File: config.mk
export PLATFORM = sky130hd
export DESIGN_NAME = glb_stream_arbiter
export DESIGN_NICKNAME = d
export VERILOG_FILES = /design/src/rtl/glb_stream_arbiter.sv
export SDC_FILE = /design/constraint.sdc
export NUM_CORES = 1
export LEC_CHECK = 0
export BUFFER_PORTS_ARGS = -buffer_cell sky130_fd_sc_hd__buf_2
export CAP_MARGIN = 0
export CORE_UTILIZATION = 50
export CTS_BUF_LIST = sky130_fd_sc_hd__clkbuf_2
export CTS_CLUSTER_SIZE = 30
export DETAILED_ROUTE_END_ITERATION = 10
export PLACE_DENSITY = 0.75
export SYNTH_ARGS = -nofsm -noshare
export SYNTH_HDL_FRONTEND = slang
export SYNTH_SLANG_ARGS = --single-unit
File: constraint.sdc
create_clock -name clk -period 2.7 [get_ports clk]
set_clock_uncertainty 0.05 [all_clocks]
set_input_delay 0 -clock clk [delete_from_list [all_inputs] [get_ports clk]]
set_output_delay 0 -clock clk [all_outputs]
set_load 0.005 [all_outputs]
File: src/rtl/glb_stream_arbiter.sv
// Round-robin arbiter that grants one tile stream per block (header + payload) onto a shared
// GLB read-sink port; sequencing starts on flush falling and ends once every stream has finished.
module glb_stream_arbiter #(
   parameter int NUM_REQ    = 4,
   parameter int DATA_W     = 17,
   parameter int NUM_BLOCKS = 1,
   parameter int MAX_SIZE   = 2048
) (
   input  logic                       clk,
   input  logic                       rst_n,
   input  logic                       flush,
   input  logic [NUM_REQ*DATA_W-1:0]  req_data,
   input  logic [NUM_REQ-1:0]         req_valid,
   output logic [NUM_REQ-1:0]         req_ready,
   output logic [DATA_W-1:0]          out_data,
   output logic                       out_valid,
   input  logic                       out_ready,
   output logic [$clog2(NUM_REQ)-1:0] out_sel,
   output logic                       out_sop,
   output logic                       out_eop,
   output logic [NUM_REQ-1:0]         req_done,
   output logic                       done,
   output logic                       err_oversize
);
   localparam int SEL_W = $clog2(NUM_REQ);
   localparam int BLK_W = $clog2(NUM_BLOCKS + 1);
   localparam logic [DATA_W-1:0] MAX_SIZE_V = DATA_W'(MAX_SIZE);

   localparam logic [2:0] S_IDLE = 3'd0;
   localparam logic [2:0] S_ARB  = 3'd1;
   localparam logic [2:0] S_HDR  = 3'd2;
   localparam logic [2:0] S_BODY = 3'd3;
   localparam logic [2:0] S_DONE = 3'd4;

   logic [2:0]         r_state;
   logic               r_flush_q;
   logic [SEL_W-1:0]   r_rr_ptr;
   logic [SEL_W-1:0]   r_grant;
   logic [DATA_W-1:0]  r_size;
   logic [DATA_W-1:0]  r_beat_cnt;
   logic [DATA_W-1:0]  r_data_hold;
   logic [BLK_W-1:0]   r_blk_cnt [NUM_REQ];
   logic [NUM_REQ-1:0] r_req_done;
   logic               r_done;
   logic               r_err;

   logic [DATA_W-1:0]  w_req_arr [NUM_REQ];
   logic [SEL_W-1:0]   w_idx [NUM_REQ];
   logic [NUM_REQ-1:0] w_cand;
   logic               w_found;
   logic [SEL_W-1:0]   w_winner;
   logic [SEL_W-1:0]   w_rr_next;
   logic [NUM_REQ-1:0] w_grant_oh;
   logic [DATA_W-1:0]  w_gdata;
   logic               w_gvalid;
   logic               w_active;
   logic               w_hs;
   logic               w_last;
   logic               w_blk_end;
   logic [BLK_W-1:0]   w_blk_nxt;
   logic               w_blk_full;
   logic [NUM_REQ-1:0] w_req_done_nxt;

   for (genvar g = 0; g < NUM_REQ; g++) begin : g_unpack
      assign w_req_arr[g] = req_data[g*DATA_W +: DATA_W];
   end

   assign w_cand         = req_valid & ~r_req_done;
   assign w_rr_next      = (w_winner == SEL_W'(NUM_REQ - 1)) ? '0 : w_winner + SEL_W'(1);
   assign w_grant_oh     = {{(NUM_REQ-1){1'b0}}, 1'b1} << r_grant;
   assign w_gdata        = w_req_arr[r_grant];
   assign w_gvalid       = req_valid[r_grant];
   assign w_active       = ((r_state == S_HDR) || (r_state == S_BODY)) && !flush;
   assign w_hs           = w_active && w_gvalid && out_ready;
   assign w_blk_end      = w_hs && w_last;
   assign w_blk_nxt      = r_blk_cnt[r_grant] + BLK_W'(1);
   assign w_blk_full     = (w_blk_nxt == BLK_W'(NUM_BLOCKS));
   assign w_req_done_nxt = r_req_done | (w_blk_full ? w_grant_oh : '0);

   assign out_valid    = w_active && w_gvalid;
   assign req_ready    = w_active ? (w_grant_oh & {NUM_REQ{out_ready}}) : '0;
   assign out_data     = w_active ? w_gdata : r_data_hold;
   assign out_sel      = r_grant;
   assign out_sop      = w_active && (r_state == S_HDR);
   assign out_eop      = w_active && w_last;
   assign req_done     = r_req_done;
   assign done         = r_done;
   assign err_oversize = r_err;

   // Search order starting at the round-robin pointer, wrapping around.
   always_comb begin
      for (int k = 0; k < NUM_REQ; k++) begin
         w_idx[k] = SEL_W'((int'(r_rr_ptr) + k) % NUM_REQ);
      end
   end

   // First eligible requester in search order wins.
   always_comb begin
      w_found  = 1'b0;
      w_winner = '0;
      for (int k = 0; k < NUM_REQ; k++) begin
         if (!w_found && w_cand[w_idx[k]]) begin
            w_found  = 1'b1;
            w_winner = w_idx[k];
         end else begin
            w_found  = w_found;
            w_winner = w_winner;
         end
      end
   end

   // A zero-size header is itself the last beat of its block.
   always_comb begin
      if (r_state == S_HDR) begin
         w_last = (w_gdata == '0);
      end else begin
         w_last = (r_beat_cnt == r_size - DATA_W'(1));
      end
   end

   // Sequencer state, per-requester progress and sticky status; flush acts as a soft reset.
   always_ff @(posedge clk or negedge rst_n) begin
      if (!rst_n) begin
         r_state     <= S_IDLE;
         r_flush_q   <= 1'b0;
         r_rr_ptr    <= '0;
         r_grant     <= '0;
         r_size      <= '0;
         r_beat_cnt  <= '0;
         r_data_hold <= '0;
         r_req_done  <= '0;
         r_done      <= 1'b0;
         r_err       <= 1'b0;
         for (int i = 0; i < NUM_REQ; i++) r_blk_cnt[i] <= '0;
      end else begin
         r_flush_q <= flush;
         if (w_active) r_data_hold <= w_gdata;
         if (flush) begin
            r_state    <= S_IDLE;
            r_rr_ptr   <= '0;
            r_req_done <= '0;
            r_done     <= 1'b0;
            r_err      <= 1'b0;
            for (int i = 0; i < NUM_REQ; i++) r_blk_cnt[i] <= '0;
         end else begin
            case (r_state)
               S_IDLE: r_state <= r_flush_q ? S_ARB : S_IDLE;
               S_ARB: begin
                  if (w_found) begin
                     r_grant  <= w_winner;
                     r_rr_ptr <= w_rr_next;
                     r_state  <= S_HDR;
                  end
               end
               S_HDR: begin
                  if (w_hs) begin
                     r_size     <= w_gdata;
                     r_beat_cnt <= '0;
                     if (w_gdata > MAX_SIZE_V) r_err <= 1'b1;
                     if (!w_last) r_state <= S_BODY;
                  end
               end
               S_BODY: if (w_hs) r_beat_cnt <= r_beat_cnt + DATA_W'(1);
               S_DONE: r_state <= S_DONE;
               default: r_state <= S_IDLE;
            endcase
            if (w_blk_end) begin
               r_blk_cnt[r_grant] <= w_blk_nxt;
               r_req_done         <= w_req_done_nxt;
               if (&w_req_done_nxt) begin
                  r_state <= S_DONE;
                  r_done  <= 1'b1;
               end else begin
                  r_state <= S_ARB;
               end
            end
         end
      end
   end
endmodule

Yosys cells after proc, flatten, opt, wreduce, memory -nomap -nowiden
Index checks and enable logic that the tools add are counted.
Storage, ports and cells
  logic and storage cells: 138
  memories kept: 0
  memory bits (read-only): 0
  input bits: 76
  output and inout port bits: 32
  register bits: 69
  latch bits: 0
  RAM bits: 0
Cells by class
  divide/modulo/power cells: 0
  multiply operators: 0
  bitwise operators: 6
  muxes and demuxes: 57
  $add $sub $neg: 7
  equal/unequal tests: 12
  shifts and indexed selects: 1
  magnitude comparators: 8
  reduce and logical (&&, ||, !) cells: 33
Operators with widths (count)
  two-way mux 17 bit: 5
  binary-select mux 17 bit (select 2 bit): 1
  case mux 17 bit (2 select lines): 1
  two-way mux 4 bit: 6
  two-way mux 1 bit: 21
  two-way mux 3 bit: 6
  adder 17 x 1 -> 17 bit, second input constant: 1
  equality test 17 bit: 1
  > comparator 17 x 12 -> 1 bit, second input constant: 1
  zero test 17 bit: 1
  subtractor 17 x 1 -> 17 bit, second input constant: 1
  two-way mux 2 bit: 8
  nonzero test 2 bit: 8
  < comparator 2 x 3 -> 1 bit, second input constant: 5
  case mux 3 bit (5 select lines): 1
  binary-select mux 1 bit (select 2 bit): 6
  != test 4 bit, second input constant: 3
  AND reduction 4 bit: 3
  logical AND 1 bit: 10
  AND reduction 3 bit: 3
  AND 4 bit: 2
  equality test 3 x 2 -> 1 bit, second input constant: 2
  adder 2 x 1 -> 2 bit, second input constant: 2
  adder 2 bit, second input constant: 2
  19 further kinds: 24

Logic depth before layout (Yosys ltp)
Gate-level depths: netlist (run 1).
  word-level depth: 19
  depth in mapped cells: 10
  gate-level depth less buffers: 10

Worst setup path after synthesis (run 1)
Ideal clock, no wire load.
  path type: register -> register
  start: register r_grant[1], in the netlist out_sel[1]
  end: register r_state[0]
  cell stages (with the launch flop): 10
  buffers on the path: 2
  data required time: 2530 ps
  library setup time: 120 ps
  path slack: -265 ps
  arrival: 2795 ps
  clock period less this slack: 2965 ps
  cell sequence: dfrtp_1 -> clkbuf_1 -> clkbuf_1 -> mux4_2 -> nor3_1 -> nand3_1 -> nor3_1 -> a41oi_4 -> or4_4 -> and3b_1
On the way
  longest elaborated chain between the ends: 11
  elaborated cells on any way between the ends: 27
  those cells by class: 1 x add/sub; 4 x eq/ne; 1 x shift; 13 x mux; 2 x bitwise; 6 x reduce/logical
Ends and longest elaborated chain
  start: declaration: line 38  | logic [SEL_W-1:0] r_grant;
  start signal: assignment: line 150  | r_grant <= w_winner;
  NOT 2 -> 3 bit (implied by the code): line 71, 76
  binary-select mux 1 bit (select 2 bit): line 76  | assign w_blk_nxt = r_blk_cnt[r_grant] + BLK_W'(1);
  two-way mux 1 bit (implied by the code) (2 in series): line 76
  adder 1 bit: line 76
  two-way mux 4 bit: line 78  | assign w_req_done_nxt = r_req_done | (w_blk_full ? w_grant_oh : '0);
  OR 4 bit: line 78
  AND reduction 4 bit: line 170  | if (&w_req_done_nxt) begin
  two-way mux 3 bit: line 170
  two-way mux 3 bit: line 167  | if (w_blk_end) begin
  two-way mux 3 bit: line 138  | if (flush) begin
  end signal: assignment: line 147  | S_IDLE: r_state <= r_flush_q ? S_ARB : S_IDLE;
  end: declaration: line 35  | logic [2:0] r_state;
Several ways; a longest one is shown, not always the timed one. The select of a mux whose other input is x is not followed.
A chain may end at the register's enable or synchronous reset.

Final worst setup path (run 1)
  start: register r_size[3]
  end: output out_eop
On the way
  longest elaborated chain between the ends: 4
Ends and longest elaborated chain
  start: declaration: line 39  | logic [DATA_W-1:0] r_size;
  start signal: assignment: line 157  | r_size <= w_gdata;
  subtractor 17 x 1 -> 17 bit: line 117  | w_last = (r_beat_cnt == r_size - DATA_W'(1));
  equality test 17 bit: line 117
  two-way mux 1 bit: line 114  | if (r_state == S_HDR) begin
  logical AND 1 bit: line 85  | assign out_eop = w_active && w_last;
  end: declaration: line 20  | output logic out_eop,
No other way between the ends.

==> run summary, run 1 <==
Worst-Margin Slew: 672.4 ps
Via-to-Cell Ratio: 5.900
dpl ws: -161.5 ps
DRC: 0
RR Endpoint: r_blk_cnt[2]
P_sw: 1.916 mW
First-pass DRT Iterations: 5
failing checks: setup timing
final-report setup violation count: 14
largest net degree at the start of global routing: 43
Critical Path Fanout Max: 3
slowest cell on the critical path: nor4b_1
Syn Nets: 464
Sequential Power Share: 0.309
CTS tree: yes
Switching Share: 0.3831
Root Driver: clkbuf_2
Mapped Area: 0.004174 mm^2
DR vias: 4059
clock-pin slew on the worst setup and hold paths: 190 ps
die width: 93.37 um
register area share after synthesis: 0.4137
Yosys warnings: 0
DR WL/cell: 19.10 um
Total Nets Final: 660
clock latency on the worst-skew pair: 500 ps
I/O pin count: 108
CTS Buffer Depth: 2
port buffer count: 107
Data arrival, critical path: 3070 ps
register-to-register setup slack: -410 ps
Die Y: 93.37 um
Clock Sinks: 69
CP required: 2650 ps
post-route insts no fill: 688
Worst Hold Class: in -> reg
Setup crit start kind: flip-flop
Gate power share: 0.577
Min Hold Slack: 48.42 ps
Max Transition Viols Final: 0
Max rail drop VDD: 0.0005772 V
area of the core: 0.007888 mm^2
H-tree level count: 3
initial antenna violation count: 0
post-synthesis instance total: 385
Final Hold Fails: 0
status: finished with violations
Most used DFF post-synth: dfrtp_1
Core Rows: 32
worst rel slew slack: 0.5479
starting density of the core: 0.5292
Most common cell on crit path: buf_4
crit path time final: 3123 ps
Yosys cell types: 57
worst r2r path cells: 13
Post-DP HPWL: 7.643 mm
critical path endpoint: out_eop
max-cap viol count: 0
vias in the first global route: 3973
Synth Register Bits: 69
CP cell instances: buf_4, buf_4, nor2_1, nor4b_1, xnor2_1, nand4_2, nor4_4, a41oi_4, buf_6, nor2b_2, buf_2
first-pass GRT wire length: 19.95 mm
layout cells sized above 1: 0.4556
final setup margin: -423.4 ps
P per Cell Area: 837.1 mW/mm^2
Mapped Avg Cell Area: 10.84 um^2
RSZ-0062 raised after global routing: yes
GR Util All Layers: 0.3023
FMAX: 320.2 MHz
Setup crit end kind: output port
worst r2r src: r_size[3]
dpl cells: 622
Post-synth EDFFs: 0
post-route ant nets: 0
fin crit share: 1.157
critical path class: reg -> out
CP max stage delay: 420 ps
gr ovfl total: 0
asr flop ratio synth: 1.000
# diodes: 0
Initial DRC Count: 247
area grow syn2layout: 43.11%
routability congestion estimate: 0.8333
Total Routed Length: 13.14 mm
Internal: 3.085 mW
crit path launch: r_size[3]
Die Area: 0.008717 mm^2
Inserted Clock Buffers: 9
Leak Pwr: 2.727 nW
clock network power share: 0.114
==> Yosys cell counts, types with 12 or more instances <==
cell type,n,area (um^2)
a21oi_1,13,65.06
clkbuf_1,16,60.06
dfrtp_1,69,1727
inv_1,12,45.04
mux2_2,33,371.6
mux4_2,18,405.4
nand2_1,29,108.9
nand2b_1,12,75.07
nor2_1,36,135.1
nor3_1,12,60.06
xnor2_1,17,148.9
xor2_1,14,122.6
==> per-stage QoR <==
step	setup TNS, ps	util	power (mW)	instance area [um^2]
floorplan	-34.54	-	2.928	4189
CTS	-3360	0.7422	4.715	5854
global route	-5962	0.7573	5.265	5973
detailed placement	-871.4	0.6528	3.785	5149
finish	-4233	0.7573	5.000	5973
global placement	-303.7	0.6528	3.724	5149
==> state kept, by name (all words and copies together), names as in the netlist <==
signal and flops:
r_state 3, r_rr_ptr 2, r_beat_cnt 17, req_done 4, out_sel 2, done 1
r_flush_q 1, r_data_hold 17, r_blk_cnt 4, err_oversize 1, r_size 17
==> kinds of logic after synthesis <==
family / count (synthesis) / synth area share
AOI/OAI and AO/OA: 52 / 0.08993
DFF: 69 / 0.4137
buffers and inverters: 32 / 0.03357
xor gates and xnor gates: 31 / 0.06505
adders and majority gates: 3 / 0.008994
and+or+nand+nor: 140 / 0.1859
muxes: 58 / 0.2029
==> layout by cell type, fill, tap and decap left out, drive strengths merged, types with 12 or more instances in the layout <==
master / Yosys / layout
nor2: 36 / 36
nand2: 29 / 29
a21oi: 14 / 14
xor2: 14 / 14
mux2: 33 / 33
mux4: 18 / 18
buf: 4 / 166
nand2b: 12 / 12
xnor2: 17 / 17
dlygate4sd3: 0 / 35
inv: 12 / 12
dfrtp: 69 / 69
nor3: 12 / 12
==> worst min-delay path by stage <==
stage	from	end	slack, ps	cells past startpoint
floorplan	rst_n	done	-350	0
global placement	rst_n	r_flush_q	4	1
detailed placement	rst_n	done	30	1
CTS	req_data[40]	r_size[6]	4	4
global route	req_data[56]	r_size[5]	40	4
finish	req_data[56]	r_size[5]	50	4
==> power by group through the flow <==
stage	combinational, mW	clock [mW]	sequential [mW]
4_1_cts	2.63	0.579	1.51
5_1_grt	3.06	0.634	1.57
3_5_place_dp	2.26	0	1.53
3_3_place_gp	2.21	0	1.51
2_1_floorplan	1.42	0	1.51
6_report	2.88	0.573	1.54
==> critical path, delay by kind of cell (launching register included) <==
| kind | cells | cell delay (ps) |
|---|---|---|
| buf+inv | 4 | 570 |
| flops | 1 | 410 |
| compound gates | 1 | 180 |
| xor+xnor | 1 | 210 |
| simple gates | 5 | 1210 |
==> per-layer routing <==
layer	global-route usage	vias up	wire length [um]
li1	-	1803	-
met1	0.3895	2001	5212
met2	0.5006	205	6626
met3	0.04797	50	754
met4	0.1410	0	549
met5	0	-	0
==> layout make-up <==
cell class / count / area [um^2]
multi-input combinational: 284 / 2492
fill: 439 / 1914
sequential: 69 / 1729
timing repair buffer: 205 / 1478
tap: 102 / 127.6
clock inverter: 7 / 56.30
clock buffer: 9 / 45.04
inverter: 12 / 45.04
==> timing repair <==
| item | CTS | global route |
|---|---|---|
| pin swaps | 11 | 5 |
| setup endpoints to repair | 13 | 49 |
| endpoints found under the hold margin | 112 | 0 |
| cloned | 0 | 1 |
| gates resized for setup | 19 | 18 |
| hold buffers | 43 | 0 |
| buffers inserted | 4 | 6 |
(Power assumes the default switching activity.)
==> run 2, diff against run 1 <==
--- a/config.mk
+++ b/config.mk
@@ -7,11 +7,11 @@
 export LEC_CHECK = 0
 export BUFFER_PORTS_ARGS = -buffer_cell sky130_fd_sc_hd__buf_2
 export CAP_MARGIN = 0
-export CORE_UTILIZATION = 50
+export CORE_UTILIZATION = 59
 export CTS_BUF_LIST = sky130_fd_sc_hd__clkbuf_2
 export CTS_CLUSTER_SIZE = 30
 export DETAILED_ROUTE_END_ITERATION = 10
-export PLACE_DENSITY = 0.75
+export PLACE_DENSITY = 0.84
 export SYNTH_ARGS = -nofsm -noshare
 export SYNTH_HDL_FRONTEND = slang
 export SYNTH_SLANG_ARGS = --single-unit
==> constraint.sdc (replaced) <==
create_clock -name clk -period 3.6 [get_ports clk]
set_clock_uncertainty 0.05 [all_clocks]
set_input_delay 0 -clock clk [delete_from_list [all_inputs] [get_ports clk]]
set_output_delay 0 -clock clk [all_outputs]
set_load 0.005 [all_outputs]
==> run summary, run 2 (same netlist as run 1, synthesis figures left out) <==
Inserted Clock Buffers: 9
area grow syn2layout: 26.89%
Die Y: 86.11 um
vias in the first global route: 4003
most frequent cells in the layout: buf_2, dfrtp_1, dlygate4sd3_1, nor2_1, mux2_2
die width: 86.11 um
clock latency on the worst-skew pair: 550 ps
clock-pin slew on the worst setup and hold paths: 230 ps
first-pass GRT wire length: 19.93 mm
Post-DP HPWL: 7.549 mm
post-route ant nets: 0
Post-CTS Hold Fix Bufs: 37
Final Hold Fails: 0
worst rel slew slack: 0.3278
Core Rows: 30
Die Area: 0.007415 mm^2
Initial DRC Count: 317
First-pass DRT Iterations: 6
Setup crit end kind: output port
setup TNS: 0 ps
status: finished clean
DR vias: 3878
GR Util All Layers: 0.3586
CP max stage delay: 700 ps
post-route insts no fill: 625
FMAX: 291.4 MHz
gr ovfl total: 0
crit path time final: 3432 ps
critical path class: reg -> out
number of setup buffers added after CTS: 0
Min Hold Slack: 76.99 ps
Final Util: 0.7753
CTS resizes: 0
Clock Sinks: 69
Total Nets Final: 604
P per Cell Area: 627.2 mW/mm^2
port buffer count: 107
Via-to-Cell Ratio: 6.205
largest net degree at the start of global routing: 46
final-report setup violation count: 0
layout cells sized above 1: 0.3648
CTS Buffer Depth: 2
Data arrival, critical path: 3380 ps
most common cell after layout, fill and taps aside: buf_2
Max Transition Viols Final: 0
Top Registers: r_beat_cnt x17, r_data_hold x17, r_size x17
Pwr Total: 3.322 mW
Worst Hold Class: in -> async
area of the core: 0.006832 mm^2
dpl ws: 420.3 ps
Buf+Inv Stages, Crit Path: 1
max-cap viol count: 0
# diodes: 0
starting density of the core: 0.6110
Leak Pwr: 2.333 nW
fill count: 411
H-tree level count: 3
Crit path max-delay family: simple AND/OR/NAND/NOR gates
dpl cells: 573
Setup crit start kind: flip-flop
CP cell instances: or4_1, nor4_2, mux2i_1, mux2i_1, a22o_1, a41oi_4, nor2b_1, buf_2
initial antenna violation count: 0
Total Routed Length: 12.50 mm
Max rail drop VDD: 0.0005126 V
routability congestion estimate: 0.8862
CP required: 3550 ps
RSZ-0062 raised after global routing: no
I/O pin count: 108
fin crit share: 0.9533
DRC: 0
Post-Layout Inst Area: 0.005296 mm^2
Critical Path Fanout Max: 8
final setup margin: 168.0 ps
CTS tree: yes
DR WL/cell: 20.00 um
Most common cell on crit path: mux2i_1
Worst-Margin Slew: 1008 ps
dpl cell area: 0.004792 mm^2
slowest cell on the critical path: or4_1
Root Driver: clkbuf_2
run 2: cell count changes in the layout (fill, tap and decap cells not counted), moves of 3 or more:
cell,previous run,this run
nor4_1,2,7
nor3_1,8,11
buf_12,6,1
nor4_4,5,2
buf_4,50,4
buf_6,3,0
clkinv_1,3,0
dlymetal6s4s_1,3,0
run 2: path summary, 6_finish.rpt:
path / from / end / slack (ps) / depth (start not counted)
setup / recovery: r_size[7] / out_eop / 170 / 8
hold / removal: rst_n / r_size[5] / 80 / 2
setup reg to reg: out_sel[1] / r_state[0] / 320 / 7
hold reg to reg: r_data_hold[15] / r_data_hold[15] / 480 / 1
max in group asynchronous: rst_n / r_beat_cnt[1] / 2500 / 3
min in group clk: req_valid[0] / r_state[0] / 170 / 7
run 2: per-layer routing:
metal / GRT usage / share of wire
met1: 0.4465 / 0.39
met2: 0.5815 / 0.49
met3: 0.09625 / 0.074
met5: 0 / 0
met4: 0.1742 / 0.048
run 2: layout make-up:
class | count | area [um^2] | share of cell area
multi-input combinational | 284 | 2315 | 0.4370
timing repair buffer | 149 | 955.9 | 0.1805
inverter | 12 | 45.04 | 0.008505
clock inverter | 6 | 88.84 | 0.01677
clock buffer | 9 | 45.04 | 0.008505
tap | 96 | 120.1 | 0.02268
sequential | 69 | 1727 | 0.3260
run 2: power by group:
part,total (mW),switching [mW],internal (mW)
logic,1.57,0.746,0.822
clock network,0.518,0.293,0.225
registers,1.24,0.247,0.988
total,3.32,1.29,2.04
run 2: worst register-to-register path, stage by stage, from the launching register on:
cell and delay [ps]:
dfrtp_1 910, mux4_2 440, nor4_1 350, nand3_1 180, nor3_1 350, a41oi_4 110
or4_4 600, and3b_1 190
